## src/rtl/pulp_fetch_adapter.sv

```systemverilog
// Fetch adapter between core instruction-fetch ports and an instruction cache.
// Each port has its own request FIFO, response path, flush FSM and stall counter.
module pulp_fetch_adapter #(
  parameter int unsigned NumFetchPorts  = 1,
  parameter int unsigned FetchAddrWidth = 32,
  parameter int unsigned FetchDataWidth = 32,
  parameter int unsigned ReqDepth       = 2,
  parameter int unsigned RspCut         = 0,
  parameter int unsigned StallCntWidth  = 16
) (
  input  logic                                          clk_i,
  input  logic                                          rst_ni,
  input  logic [NumFetchPorts-1:0]                      fetch_req_i,
  input  logic [NumFetchPorts-1:0][FetchAddrWidth-1:0]  fetch_addr_i,
  output logic [NumFetchPorts-1:0]                      fetch_gnt_o,
  output logic [NumFetchPorts-1:0]                      fetch_rvalid_o,
  output logic [NumFetchPorts-1:0][FetchDataWidth-1:0]  fetch_rdata_o,
  output logic [NumFetchPorts-1:0]                      fetch_rerror_o,
  input  logic [NumFetchPorts-1:0]                      flush_valid_i,
  output logic [NumFetchPorts-1:0]                      flush_ready_o,
  output logic [NumFetchPorts-1:0]                      cache_valid_o,
  output logic [NumFetchPorts-1:0][FetchAddrWidth-1:0]  cache_addr_o,
  input  logic [NumFetchPorts-1:0]                      cache_ready_i,
  input  logic [NumFetchPorts-1:0][FetchDataWidth-1:0]  cache_rdata_i,
  input  logic [NumFetchPorts-1:0]                      cache_rerror_i,
  output logic [NumFetchPorts-1:0]                      cache_flush_valid_o,
  input  logic [NumFetchPorts-1:0]                      cache_flush_ready_i,
  output logic [NumFetchPorts-1:0][StallCntWidth-1:0]   stall_cnt_o
);

  typedef enum logic [1:0] {
    FLUSH_IDLE,
    FLUSH_DRAIN,
    FLUSH_FWD
  } flush_state_e;

  for (genvar p = 0; p < NumFetchPorts; p++) begin : g_port
    flush_state_e              state_q, state_d;
    logic                      idle;
    logic                      gnt;
    logic                      cvalid;
    logic [FetchAddrWidth-1:0] caddr;
    logic                      accept;
    logic                      fifo_drained;
    logic                      drained;
    logic [FetchDataWidth-1:0] rdata_q;
    logic                      rerror_q;
    logic [StallCntWidth-1:0]  stall_q;

    // Gating with rst_ni keeps every request-side output low while reset is held.
    assign idle = rst_ni && (state_q == FLUSH_IDLE);

    if (ReqDepth > 0) begin : g_fifo
      localparam int unsigned PtrW = (ReqDepth > 1) ? $clog2(ReqDepth) : 1;
      localparam int unsigned CntW = $clog2(ReqDepth + 1);

      logic [FetchAddrWidth-1:0] mem_q [ReqDepth];
      logic [PtrW-1:0]           rd_ptr_q, wr_ptr_q;
      logic [CntW-1:0]           count_q;
      logic                      full;

      assign full   = (count_q == CntW'(ReqDepth));
      assign cvalid = (count_q != '0);
      assign caddr  = mem_q[rd_ptr_q];
      assign accept = cvalid & cache_ready_i[p];
      // A pop in the same cycle frees a slot, so a full FIFO can still grant.
      assign gnt    = fetch_req_i[p] & idle & (~full | accept);
      // No pushes happen while draining, so only the pop can empty the FIFO.
      assign fifo_drained = (count_q == '0) || ((count_q == CntW'(1)) && accept);

      // NOTE: the storage array has no reset; pointers and occupancy are reset,
      // so stale entries are never presented and the array maps onto plain flops/RAM.
      always_ff @(posedge clk_i) begin
        if (gnt) mem_q[wr_ptr_q] <= fetch_addr_i[p];
      end

      // NOTE: sequential state uses non-blocking assignments so every register
      // samples pre-edge values regardless of process evaluation order.
      always_ff @(posedge clk_i or negedge rst_ni) begin
        if (!rst_ni) begin
          rd_ptr_q <= '0;
          wr_ptr_q <= '0;
          count_q  <= '0;
        end else begin
          if (gnt) wr_ptr_q <= (wr_ptr_q == PtrW'(ReqDepth - 1)) ? '0 : wr_ptr_q + 1'b1;
          if (accept) rd_ptr_q <= (rd_ptr_q == PtrW'(ReqDepth - 1)) ? '0 : rd_ptr_q + 1'b1;
          if (gnt && !accept)      count_q <= count_q + 1'b1;
          else if (!gnt && accept) count_q <= count_q - 1'b1;
        end
      end
    end else begin : g_bypass
      assign cvalid       = fetch_req_i[p] & idle;
      assign caddr        = fetch_addr_i[p];
      assign accept       = cvalid & cache_ready_i[p];
      assign gnt          = accept;
      assign fifo_drained = 1'b1;
    end

    // Last accepted response; serves as the cut register and as the hold value.
    always_ff @(posedge clk_i or negedge rst_ni) begin
      if (!rst_ni) begin
        rdata_q  <= '0;
        rerror_q <= 1'b0;
      end else if (accept) begin
        rdata_q  <= cache_rdata_i[p];
        rerror_q <= cache_rerror_i[p];
      end
    end

    if (RspCut != 0) begin : g_cut
      logic rvalid_q;

      always_ff @(posedge clk_i or negedge rst_ni) begin
        if (!rst_ni) rvalid_q <= 1'b0;
        else         rvalid_q <= accept;
      end

      assign fetch_rvalid_o[p] = rvalid_q;
      assign fetch_rdata_o[p]  = rdata_q;
      assign fetch_rerror_o[p] = rerror_q;
      // An accept this cycle still owes a registered response next cycle.
      assign drained           = fifo_drained & ~accept;
    end else begin : g_pass
      assign fetch_rvalid_o[p] = accept;
      assign fetch_rdata_o[p]  = accept ? cache_rdata_i[p] : rdata_q;
      assign fetch_rerror_o[p] = accept ? cache_rerror_i[p] : rerror_q;
      assign drained           = fifo_drained;
    end

    always_ff @(posedge clk_i or negedge rst_ni) begin
      if (!rst_ni) state_q <= FLUSH_IDLE;
      else         state_q <= state_d;
    end

    // NOTE: every output of this block gets a default first, so no path leaves
    // a signal unassigned and no latch is inferred.
    always_comb begin
      state_d                = state_q;
      cache_flush_valid_o[p] = 1'b0;
      flush_ready_o[p]       = 1'b0;
      unique case (state_q)
        FLUSH_IDLE:  if (flush_valid_i[p]) state_d = FLUSH_DRAIN;
        FLUSH_DRAIN: if (drained)          state_d = FLUSH_FWD;
        FLUSH_FWD: begin
          cache_flush_valid_o[p] = 1'b1;
          flush_ready_o[p]       = cache_flush_ready_i[p];
          if (cache_flush_ready_i[p]) state_d = FLUSH_IDLE;
        end
        default: state_d = FLUSH_IDLE;
      endcase
    end

    always_ff @(posedge clk_i or negedge rst_ni) begin
      if (!rst_ni) begin
        stall_q <= '0;
      end else if (fetch_req_i[p] && !gnt && !(&stall_q)) begin
        stall_q <= stall_q + 1'b1;
      end
    end

    assign fetch_gnt_o[p]   = gnt;
    assign cache_valid_o[p] = cvalid;
    assign cache_addr_o[p]  = caddr;
    assign stall_cnt_o[p]   = stall_q;
  end

endmodule
```

## config.mk

```make
export PLATFORM = sky130hd
export DESIGN_NAME = pulp_fetch_adapter
export DESIGN_NICKNAME = d
export VERILOG_FILES = /design/src/rtl/pulp_fetch_adapter.sv
export SDC_FILE = /design/constraint.sdc
export NUM_CORES = 1
export LEC_CHECK = 0
export ABC_CLOCK_PERIOD_IN_PS = 3400
export BUFFER_PORTS_ARGS = -buffer_cell sky130_fd_sc_hd__buf_2
export CORE_MARGIN = 2
export CORE_UTILIZATION = 45
export CTS_BUF_LIST = sky130_fd_sc_hd__clkbuf_16
export DETAILED_ROUTE_END_ITERATION = 7
export GPL_TIMING_DRIVEN = 0
export PLACE_DENSITY = 0.75
export REMOVE_ABC_BUFFERS = 1
export SYNTH_ARGS = -nofsm -noshare
export SYNTH_HDL_FRONTEND = slang
export SYNTH_SLANG_ARGS = --single-unit
```

## constraint.sdc

```tcl
create_clock -name clk_i -period 3.4 [get_ports clk_i]
set_input_delay 0.34 -clock clk_i [delete_from_list [all_inputs] [get_ports clk_i]]
set_output_delay 0.34 -clock clk_i [all_outputs]
set_load 0.1 [all_outputs]
```

==> results of run 1 <==
layer usage:
layer / routed length [um] / vias to the layer above
li1: - / 1544
met1: 4016 / 1577
met2: 4460 / 146
met3: 917 / 18
met4: 167 / 0
met5: 0 / -
metrics by stage:
stage               setup TNS [ns]  util [%]
global route                     0     60.56
finish                           0     60.56
CTS                              0     60.47
floorplan                   -4.477         -
global placement            -55.20     54.89
detailed placement          -4.404     54.97
flip-flops by register name, indices dropped and copies added (netlist names):
register / cells
g_port.g_fifo.mem_q: 64
g_port.rdata_q: 32
stall_cnt_o: 16
g_port.g_fifo.count_q: 2
g_port.state_q: 2
g_port.g_fifo.rd_ptr_q: 1
g_port.g_fifo.wr_ptr_q: 1
g_port.rerror_q: 1
worst max-delay path, cell delays in order (launching register included):
cell	delay, ns
dfrtp_1	0.40
inv_1	0.09
ha_1	0.21
nand2b_4	0.42
clkinv_2	0.48
nand2_1	0.24
nand2_1	0.09
buf_2	0.30
cell usage after synthesis, types with 2 or more instances:
cell type	number
nor3_1	2
inv_1	9
nor2_1	9
edfxtp_1	64
xor2_1	4
and4_1	2
mux2_2	32
nor4_4	2
a21oi_1	5
nand3_1	8
dfrtp_1	55
nand4_1	6
ha_1	5
mux2_1	3
and3_1	4
xnor2_1	10
nand2_1	107
clkbuf_1	10
final timing paths:
kind | from | to | slack, ns
min in group asynchronous | rst_ni | stall_cnt_o[13] | 0.19
worst min-delay path | fetch_addr_i[15] | g_port[0].g_fifo.mem_q[1][15] | 0.12
worst max-delay path | g_port[0].g_fifo.count_q[0] | fetch_rdata_o[14] | 0.43
max in group asynchronous | rst_ni | g_port[0].g_fifo.rd_ptr_q | 2.40
worst min register to register | g_port[0].rdata_q[2] | g_port[0].rdata_q[2] | 0.47
worst max register to register | g_port[0].g_fifo.count_q[0] | g_port[0].g_fifo.mem_q[0][29] | 0.56
repair_timing:
item | 4_1_cts | 5_1_grt
gates resized for setup | 1 | 0
pin swaps | 0 | 1
endpoints found under the setup margin | 28 | 33
buffers inserted | 0 | 1
cell type report:
cell class              instances  area [um^2]  share of cell area [%]
multi-input cells             210         1338                   21.59
inverters                      10        38.79                  0.6260
flip-flops and latches        119         3299                   53.25
repair buffers                157        788.3                   12.72
clock inverters                15        136.4                   2.201
well taps                     136        170.2                   2.746
clock buffers                  17        425.4                   6.866
placed cells by master, fill, tap and decap left out, types with 5 or more instances in the layout:
cell type and count:
a21oi_1 5, ha_1 5, xnor2_1 10, clkbuf_16 17
nor2_1 8, clkinv_2 7, buf_2 156, mux2_2 32
dfrtp_1 54, inv_1 9, edfxtp_1 64, nand4_1 6
nand2_1 107, nand3_1 8
logic make-up (layout without fill, tap and decap cells):
group | count (synthesis) | after routing
buf+inv | 21 | 199
mux | 36 | 36
xor+xnor | 14 | 14
simple gates | 145 | 145
flops | 119 | 119
compound gates | 10 | 10
fa+ha+maj | 5 | 5
==> summary.md, run 1 <==
| Metric | Value |
|---|---|
| GRT Overall Usage | 17.39% |
| Remaining global-route overflow | 0 |
| Die X | 106.3 um |
| Fmax | 0.3363 GHz |
| Cell taking the most area after synthesis | edfxtp_1 |
| Status | finished clean |
| Post-synth EDFFs | 64 |
| H-tree Lvls | 4 |
| Number of port buffers | 156 |
| Max clock buf depth | 2 |
| Slew headroom | 19.76% |
| Inst Count DP | 631 |
| Fin Hold WS | 0.1238 ns |
| Post-DR vias/cell | 4.947 |
| Final Skew | 0.006110 ns |
| Synth area leaders | edfxtp_1, dfrtp_1, nand2_1, mux2_2, xnor2_1 |
| Slew @ Worst Pin | 1.204 ns |
| Crit path max fanout | 37 |
| Period utilization | 87.47% |
| Clock buffer count from CTS | 17 |
| Fin cells | 664 |
| Async set or reset register ratio after synthesis | 46.22% |
| Synthesized cell area | 0.004713 mm^2 |
| Root buffer cell | clkbuf_16 |
| Met3 Use GR | 6.867% |
| Setup violators final | 0 |
| CTS tree | yes |
| Via count | 3,285 |
| Main combinational cell family by area after synthesis | simple AND/OR/NAND/NOR gates |
| FF+latch count, synth | 119 |
| RSZ-0062 raised after global routing | no |
| Final Hold Viols | 0 |
| Min Tclk post-route | 2.974 ns |
| Fillers | 834 |
| Setup ws final | 0.4261 ns |
| Final wirelength | 9.561 mm |
| Avg Cell Area, Syn | 13.47 um^2 |
| 1st-pass router iterations | 6 |
| Synth Flop Type | edfxtp_1 |
| Max-Cap Viols | 0 |
| Rows | 37 |
| Worst Hold Depth | 1 |
| Critical path class | flip-flop to output pin |
| Post-layout net count | 591 |
| Crit start category | flip-flop |
| # diodes | 0 |
| Final instance area | 0.006196 mm^2 |
| Largest net degree at the start of global routing | 57 |
| Cells after Synth | 350 |
| Max-slew violations | 0 |
| Worst Setup End Kind | output pin |
| Initial DRC count | 92 |
| Worst path required time | 3.06 ns |
| Initial antenna violation count | 0 |
| GR peak layer | met2 |
| DIE HEIGHT | 106.3 um |
| Clk_lat worst skew | 0.40 ns |
| Post-synthesis compound-gate area fraction | 1.805% |
| Area Overhead vs Synth | 31.46% |
| Layout cells sized above 1 | 43.56% |
| Synth Area in XOR/XNOR | 2.602% |
| I/O Pins | 157 |
| Synth warn | 0 |
| Post-Synth Simple-Gate Area | 13.88% |
| First-pass GRT wire length | 15.10 mm |
| Critical Path AT | 2.63 ns |
| DRT antenna net count | 0 |
| Die area | 0.01131 mm^2 |
| Post-synthesis mux area share | 8.574% |
| Number of global-route vias before repair | 3,260 |
| M2 GR Usage | 27.70% |
| Wirelength per Cell | 14.40 um |
| Drt drc | 0 |
| Post-synth cell types | 31 |
| Synth Area in Adders | 1.327% |
| Placed cell areas | 0.005624 mm^2 |
| DP Worst Slack | -0.1401 ns |
| Initial Utilization | 46.07% |
| GPL Wtd Cong | 0.7587 |
| Post-DP HPWL | 6.475 mm |
| Hold WC Path Type | input pin to flip-flop |
| Reg clk slew, reported paths | 0.05 ns |
| Number of sinks on the clock net | 119 |
| Reg2Reg Depth | 6 |
| Hold Buf Count CTS | 0 |
| Synth top area share | 40.78% |
| Global routing usage on met1 | 20.94% |
| Sequential cell area fraction in the yosys report | 69.98% |
| Core area | 0.01023 mm^2 |
Power of run 1 is not shown: default switching activity piles up to over one toggle a cycle in this logic, so the estimate is an artifact.
==> run 2, diff against run 1 <==
--- a/config.mk
+++ b/config.mk
@@ -6,7 +6,7 @@
 export NUM_CORES = 1
 export LEC_CHECK = 0
 export ABC_CLOCK_PERIOD_IN_PS = 3400
-export BUFFER_PORTS_ARGS = -buffer_cell sky130_fd_sc_hd__buf_2
+export BUFFER_PORTS_ARGS = -buffer_cell sky130_fd_sc_hd__buf_4
 export CORE_MARGIN = 2
 export CORE_UTILIZATION = 45
 export CTS_BUF_LIST = sky130_fd_sc_hd__clkbuf_16
==> summary.md, run 2 (synthesis results as in run 1) <==
| Metric | Value |
|---|---|
| Clk_lat worst skew | 0.40 ns (about the same) |
| Period utilization | 92.75% (+5.3 points) |
| Fillers | 789 (-5.4%) |
| Remaining global-route overflow | 0 (unchanged) |
| Wirelength per Cell | 14.75 um (+2.4%) |
| Slew @ Worst Pin | 0.7832 ns (-0.4205 ns) |
| M2 GR Usage | 26.47% (-1.2 points) |
| Final Skew | 0.007039 ns (+0.0009291 ns) |
| Number of sinks on the clock net | 119 (unchanged) |
| Critical Path AT | 2.81 ns (+0.18 ns) |
| Worst reg2reg endpoint | g_port[0].g_fifo.mem_q[1][3] |
| Die area | 0.01131 mm^2 (unchanged) |
| Crit path max fanout | 37 (unchanged) |
| Register with the most flip-flops | g_port.g_fifo.mem_q |
| Critical path class | flip-flop to output pin |
| Met3 Use GR | 8.461% (+1.6 points) |
| Flop2flop setup slack | 0.48 ns (-0.08 ns) |
| Initial antenna violation count | 0 (unchanged) |
| Max-slew violations | 0 (unchanged) |
| Fmax | 0.3171 GHz (-5.7%) |
| Min Tclk post-route | 3.154 ns (+0.1798 ns) |
| Reg2reg start | g_port[0].g_fifo.count_q[0] |
| Slew headroom | 47.79% (+28 points) |
| Worst Setup End Kind | output pin |
| Initial DRC count | 108 (+17%) |
| Number of flip-flops under the largest register name | 64 (unchanged) |
| H-tree Lvls | 4 (unchanged) |
| Reg clk slew, reported paths | 0.05 ns (about the same) |
| Worst path required time | 3.06 ns (about the same) |
| Status | finished, violations left |
| Fin Hold WS | -0.02991 ns (-0.1537 ns) |
| Failing checks | negative hold slack |
| Final Hold Viols | 18 (+18) |
| Clock buffer count from CTS | 17 (unchanged) |
| DIE HEIGHT | 106.3 um (unchanged) |
| Rows | 37 (unchanged) |
| First-pass GRT wire length | 15.29 mm (+1.3%) |
| 1st-pass router iterations | 4 (-2) |
| Setup violators final | 0 (unchanged) |
| Post-DR vias/cell | 4.906 (-0.82%) |
| Global routing usage on met1 | 22.27% (+1.3 points) |
| GRT Overall Usage | 17.71% (+0.32 points) |
| Final wirelength | 9.779 mm (+2.3%) |
| Hold WC Path Type | input pin to async pin |
| Drt drc | 0 (unchanged) |
| Initial Utilization | 46.07% (unchanged) |
| Reg2Reg Depth | 5 (-1) |
| RSZ-0062 raised after global routing | no |
| Largest stage delay on the critical path | 0.68 ns (+0.20 ns) |
| CP cell instances | inv_1 > ha_1 > nand2b_4 > a2111oi_4 > nand2_1 > inv_1 > buf_4 |
| Root buffer cell | clkbuf_16 |
| Crit-path most repeated cell | inv_1 |
| Max clock buf depth | 2 (unchanged) |
| Largest net degree at the start of global routing | 57 (unchanged) |
| Number of global-route vias before repair | 3,170 (-2.8%) |
| Area Overhead vs Synth | 39.63% |
| Post-layout net count | 591 (unchanged) |
| Via count | 3,253 (-0.97%) |
| # diodes | 0 (unchanged) |
| CP max-delay cell | a2111oi_4 |
| # Post-CTS Setup Buffers | 0 (unchanged) |
| GR peak layer | met2 |
| CTS tree | yes |
| Crit start category | flip-flop |
| Layout cells sized above 1 | 42.69% (-0.87 points) |
| Most frequent cells in the layout | buf_4, nand2_1, edfxtp_1 |
| Core area | 0.01023 mm^2 (unchanged) |
| Post-DP HPWL | 6.563 mm (+1.4%) |
| Number of port buffers | 156 (unchanged) |
| GPL Wtd Cong | 0.7418 (-2.2%) |
| DRT antenna net count | 0 (unchanged) |
| Die X | 106.3 um (unchanged) |
| Max-Cap Viols | 0 (unchanged) |
| I/O Pins | 157 (unchanged) |
| Leading cell type in the layout, fill and taps excluded | buf_4 |
==> run 2: cell types whose count changed in the layout (fill, tap and decap cells not counted), moves of 2 or more <==
cell,change
buf_2,-156
buf_4,+155
clkinvlp_4,-3
clkinv_1,+2
clkinv_2,-2
inv_1,+2
==> run 2: metrics by stage <==
step	setup TNS [ns]	util [%]	setup slack (ns)	instances	area [um^2]
2_1_floorplan	-4.477	-	-0.1399	339	4664
3_3_place_gp	-37.78	58.70	-1.123	631	6006
3_5_place_dp	0	58.98	0.3853	632	6035
4_1_cts	0	64.31	0.1276	663	6580
5_1_grt	0	64.33	0.0007099	663	6581
6_report	0	64.33	0.2463	663	6581
==> run 2: worst max path at each step <==
stage	start	end	cells after the start
after detailed placement	g_port[0].g_fifo.count_q[0]	g_port[0].g_fifo.mem_q[1][13]	5
after global placement	g_port[0].g_fifo.count_q[0]	g_port[0].g_fifo.mem_q[0][13]	6
final	g_port[0].g_fifo.count_q[0]	fetch_gnt_o	7
after floorplan	g_port[0].g_fifo.count_q[0]	g_port[0].g_fifo.mem_q[0][0]	6
after CTS	g_port[0].g_fifo.count_q[0]	fetch_gnt_o	7
after global routing	g_port[0].g_fifo.count_q[0]	fetch_gnt_o	7
==> run 2: layer usage <==
layer,wire [um],share of wire (%)
met4,155,1.6
met1,4078,42
met3,998,10
met2,4546,46
met5,0,0
==> run 2: cell type report <==
cell class / instances / area (um^2) / area share, %
Inverter: 10 / 38.79 / 0.5894
Tap cell: 136 / 170.2 / 2.586
Clock buffer: 17 / 425.4 / 6.464
Clock inverter: 14 / 118.9 / 1.806
Multi-Input combinational cell: 210 / 1338 / 20.32
Timing Repair Buffer: 157 / 1191 / 18.10
Sequential cell: 119 / 3299 / 50.13
==> run 2: worst max-delay path, delay by kind of cell, from the launching register on <==
family	cells	cell delay, ns
buffers and inverters	3	0.50
AOI/OAI and AO/OA	1	0.68
DFF	1	0.38
adders and majority gates	1	0.23
and+or+nand+nor	2	0.63
==> run 2: what timing repair did <==
item,4_1_cts,5_1_grt
pin swaps,0,1
hold buffers,0,0
endpoints found under the setup margin,4,1
gates resized for setup,1,0
Power of run 2 is left out for the same reason.
==> run 3, diff against run 2 <==
--- a/config.mk
+++ b/config.mk
@@ -12,6 +12,7 @@
 export CTS_BUF_LIST = sky130_fd_sc_hd__clkbuf_16
 export DETAILED_ROUTE_END_ITERATION = 7
 export GPL_TIMING_DRIVEN = 0
+export HOLD_SLACK_MARGIN = 0.12
 export PLACE_DENSITY = 0.75
 export REMOVE_ABC_BUFFERS = 1
 export SYNTH_ARGS = -nofsm -noshare
==> summary.md, run 3 (synthesis results as in run 1) <==
| Metric | Value |
|---|---|
| 1st-pass router iterations | 6 (+2) |
| Final wirelength | 10.22 mm (+4.6%) |
| Die area | 0.01131 mm^2 (unchanged) |
| CP cell instances | inv_1 > ha_1 > nand2b_4 > a2111oi_4 > nand2_1 > inv_1 > buf_4 |
| Fin cells | 695 (+4.8%) |
| # diodes | 0 (unchanged) |
| CP max-delay cell | a2111oi_4 |
| Max clock buf depth | 2 (unchanged) |
| Crit start category | flip-flop |
| Core area | 0.01023 mm^2 (unchanged) |
| Rows | 37 (unchanged) |
| DRT antenna net count | 0 (unchanged) |
| # Post-CTS Setup Buffers | 0 (unchanged) |
| Number of global-route vias before repair | 3,376 (+6.5%) |
| Clock buffer count from CTS | 17 (unchanged) |
| Number of flip-flops under the largest register name | 64 (unchanged) |
| Final Hold Viols | 0 (-18) |
| Crit-path most repeated cell | inv_1 |
| Post-DR vias/cell | 4.862 (-0.91%) |
| Fmax | 0.3166 GHz (-0.16%) |
| Final Skew | 0.007525 ns (+0.0004854 ns) |
| Largest net degree at the start of global routing | 57 (unchanged) |
| Hold WC Path Type | input pin to flip-flop |
| Root buffer cell | clkbuf_16 |
| Placed cell areas | 0.006035 mm^2 (unchanged) |
| Worst reg2reg endpoint | g_port[0].g_fifo.mem_q[1][15] |
| Remaining global-route overflow | 0 (unchanged) |
| GPL Wtd Cong | 0.7418 (unchanged) |
| H-tree Lvls | 4 (unchanged) |
| Slew @ Worst Pin | 0.7710 ns (-0.01217 ns) |
| Critical path class | flip-flop to output pin |
| Worst Setup SP | g_port[0].g_fifo.count_q[0] |
| Layout cells sized above 1 | 40.25% (-2.4 points) |
| Setup violators final | 0 (unchanged) |
| Cell family with most CP delay | compound AO/OA/AOI/OAI gates |
| Clk_lat worst skew | 0.40 ns (about the same) |
| Number of port buffers | 156 (unchanged) |
| GRT Overall Usage | 18.61% (+0.90 points) |
| Via count | 3,379 (+3.9%) |
| First-pass GRT wire length | 16.11 mm (+5.4%) |
| Largest stage delay on the critical path | 0.68 ns (about the same) |
| Post-layout net count | 623 (+5.4%) |
| Drt drc | 0 (unchanged) |
| Critical Path AT | 2.82 ns (about the same) |
| RSZ-0062 raised after global routing | no |
| Number of sinks on the clock net | 119 (unchanged) |
| I/O Pins | 157 (unchanged) |
| Crit path max fanout | 37 (unchanged) |
| Leading cell type in the layout, fill and taps excluded | buf_4 |
| Worst Setup End Kind | output pin |
| Die X | 106.3 um (unchanged) |
| CP bufs+invs | 3 (unchanged) |
| Status | finished clean |
| Reg2Reg Depth | 5 (unchanged) |
| Register with the most flip-flops | g_port.g_fifo.mem_q |
| Most frequent cells in the layout | buf_4, nand2_1, edfxtp_1 |
| Worst path required time | 3.06 ns (about the same) |
| Min Tclk post-route | 3.159 ns (+0.004958 ns) |
| Period utilization | 92.90% (+0.15 points) |
| Reg2reg start | g_port[0].g_fifo.count_q[0] |
| DIE HEIGHT | 106.3 um (unchanged) |
| Initial DRC count | 147 (+36%) |
| Initial antenna violation count | 0 (unchanged) |
| Fin Hold WS | 0.1412 ns (+0.1711 ns) |
| Initial Utilization | 46.07% (unchanged) |
| Reg clk slew, reported paths | 0.05 ns (about the same) |
| Max-slew violations | 0 (unchanged) |
| Wirelength per Cell | 14.71 um (-0.26%) |
| Flop2flop setup slack | 0.48 ns (about the same) |
| Critical Path Sink | fetch_gnt_o |
| Max-Cap Viols | 0 (unchanged) |
| Final instance area | 0.006905 mm^2 (+4.9%) |
| Inst Count DP | 632 (unchanged) |
| Critical path depth | 7 (unchanged) |
| CTS tree | yes |
| Slew headroom | 48.60% (+0.81 points) |
| Worst Hold Depth | 1 |
| Area Overhead vs Synth | 46.51% |
| Post-DP HPWL | 6.563 mm (unchanged) |
## run 3: cell count changes in the layout (fill, tap and decap cells not counted), sizes merged
cell	before	now
dlygate4sd3	0	32
## run 3: area by class of cell
cell class,count,area (um^2)
inverter,10,38.79
clock buffer,17,425.4
clock inverter,14,118.9
tap,136,170.2
sequential,119,3299
timing repair buffer,189,1515
multi-input combinational,210,1338
fill,751,3326
## run 3: how the worst min path moves through the flow
| stage | from | end | slack, ns |
|---|---|---|---|
| after global placement | rst_ni | stall_cnt_o[14] | 0.43 |
| final | fetch_addr_i[6] | g_port[0].g_fifo.mem_q[0][6] | 0.14 |
| after detailed placement | rst_ni | stall_cnt_o[15] | 0.43 |
| after CTS | fetch_addr_i[4] | g_port[0].g_fifo.mem_q[1][4] | 0.12 |
| after global routing | fetch_addr_i[6] | g_port[0].g_fifo.mem_q[0][6] | 0.12 |
| after floorplan | rst_ni | g_port[0].g_fifo.count_q[0] | 0.04 |
## run 3: timing repair
item | CTS | global route
hold endpoints to repair | 113 | 4
cloned | 0 | 0
pin swaps | 0 | 1
endpoints found under the setup margin | 4 | 1
hold buffers | 30 | 2
resized for setup | 1 | 1
## run 3: metrics by stage
| stage | setup TNS [ns] | setup slack, ns | utilization (%) |
|---|---|---|---|
| final | 0 | 0.2414 | 67.49 |
| after global routing | 0 | 0.0007099 | 67.49 |
| after CTS | 0 | 0.1276 | 67.25 |
| after detailed placement | 0 | 0.3853 | 58.98 |
| after global placement | -37.78 | -1.123 | 58.70 |
| after floorplan | -4.477 | -0.1399 | - |
## run 3: layer usage
| layer | vias up | GRT usage [%] | wire length (um) |
|---|---|---|---|
| met2 | 155 | 29.08 | 4896 |
| met5 | - | 0 | 0 |
| met3 | 13 | 8.400 | 1021 |
| met4 | 0 | 6.955 | 155 |
| li1 | 1606 | - | - |
| met1 | 1605 | 22.76 | 4150 |
Power of run 3 is left out for the same reason.
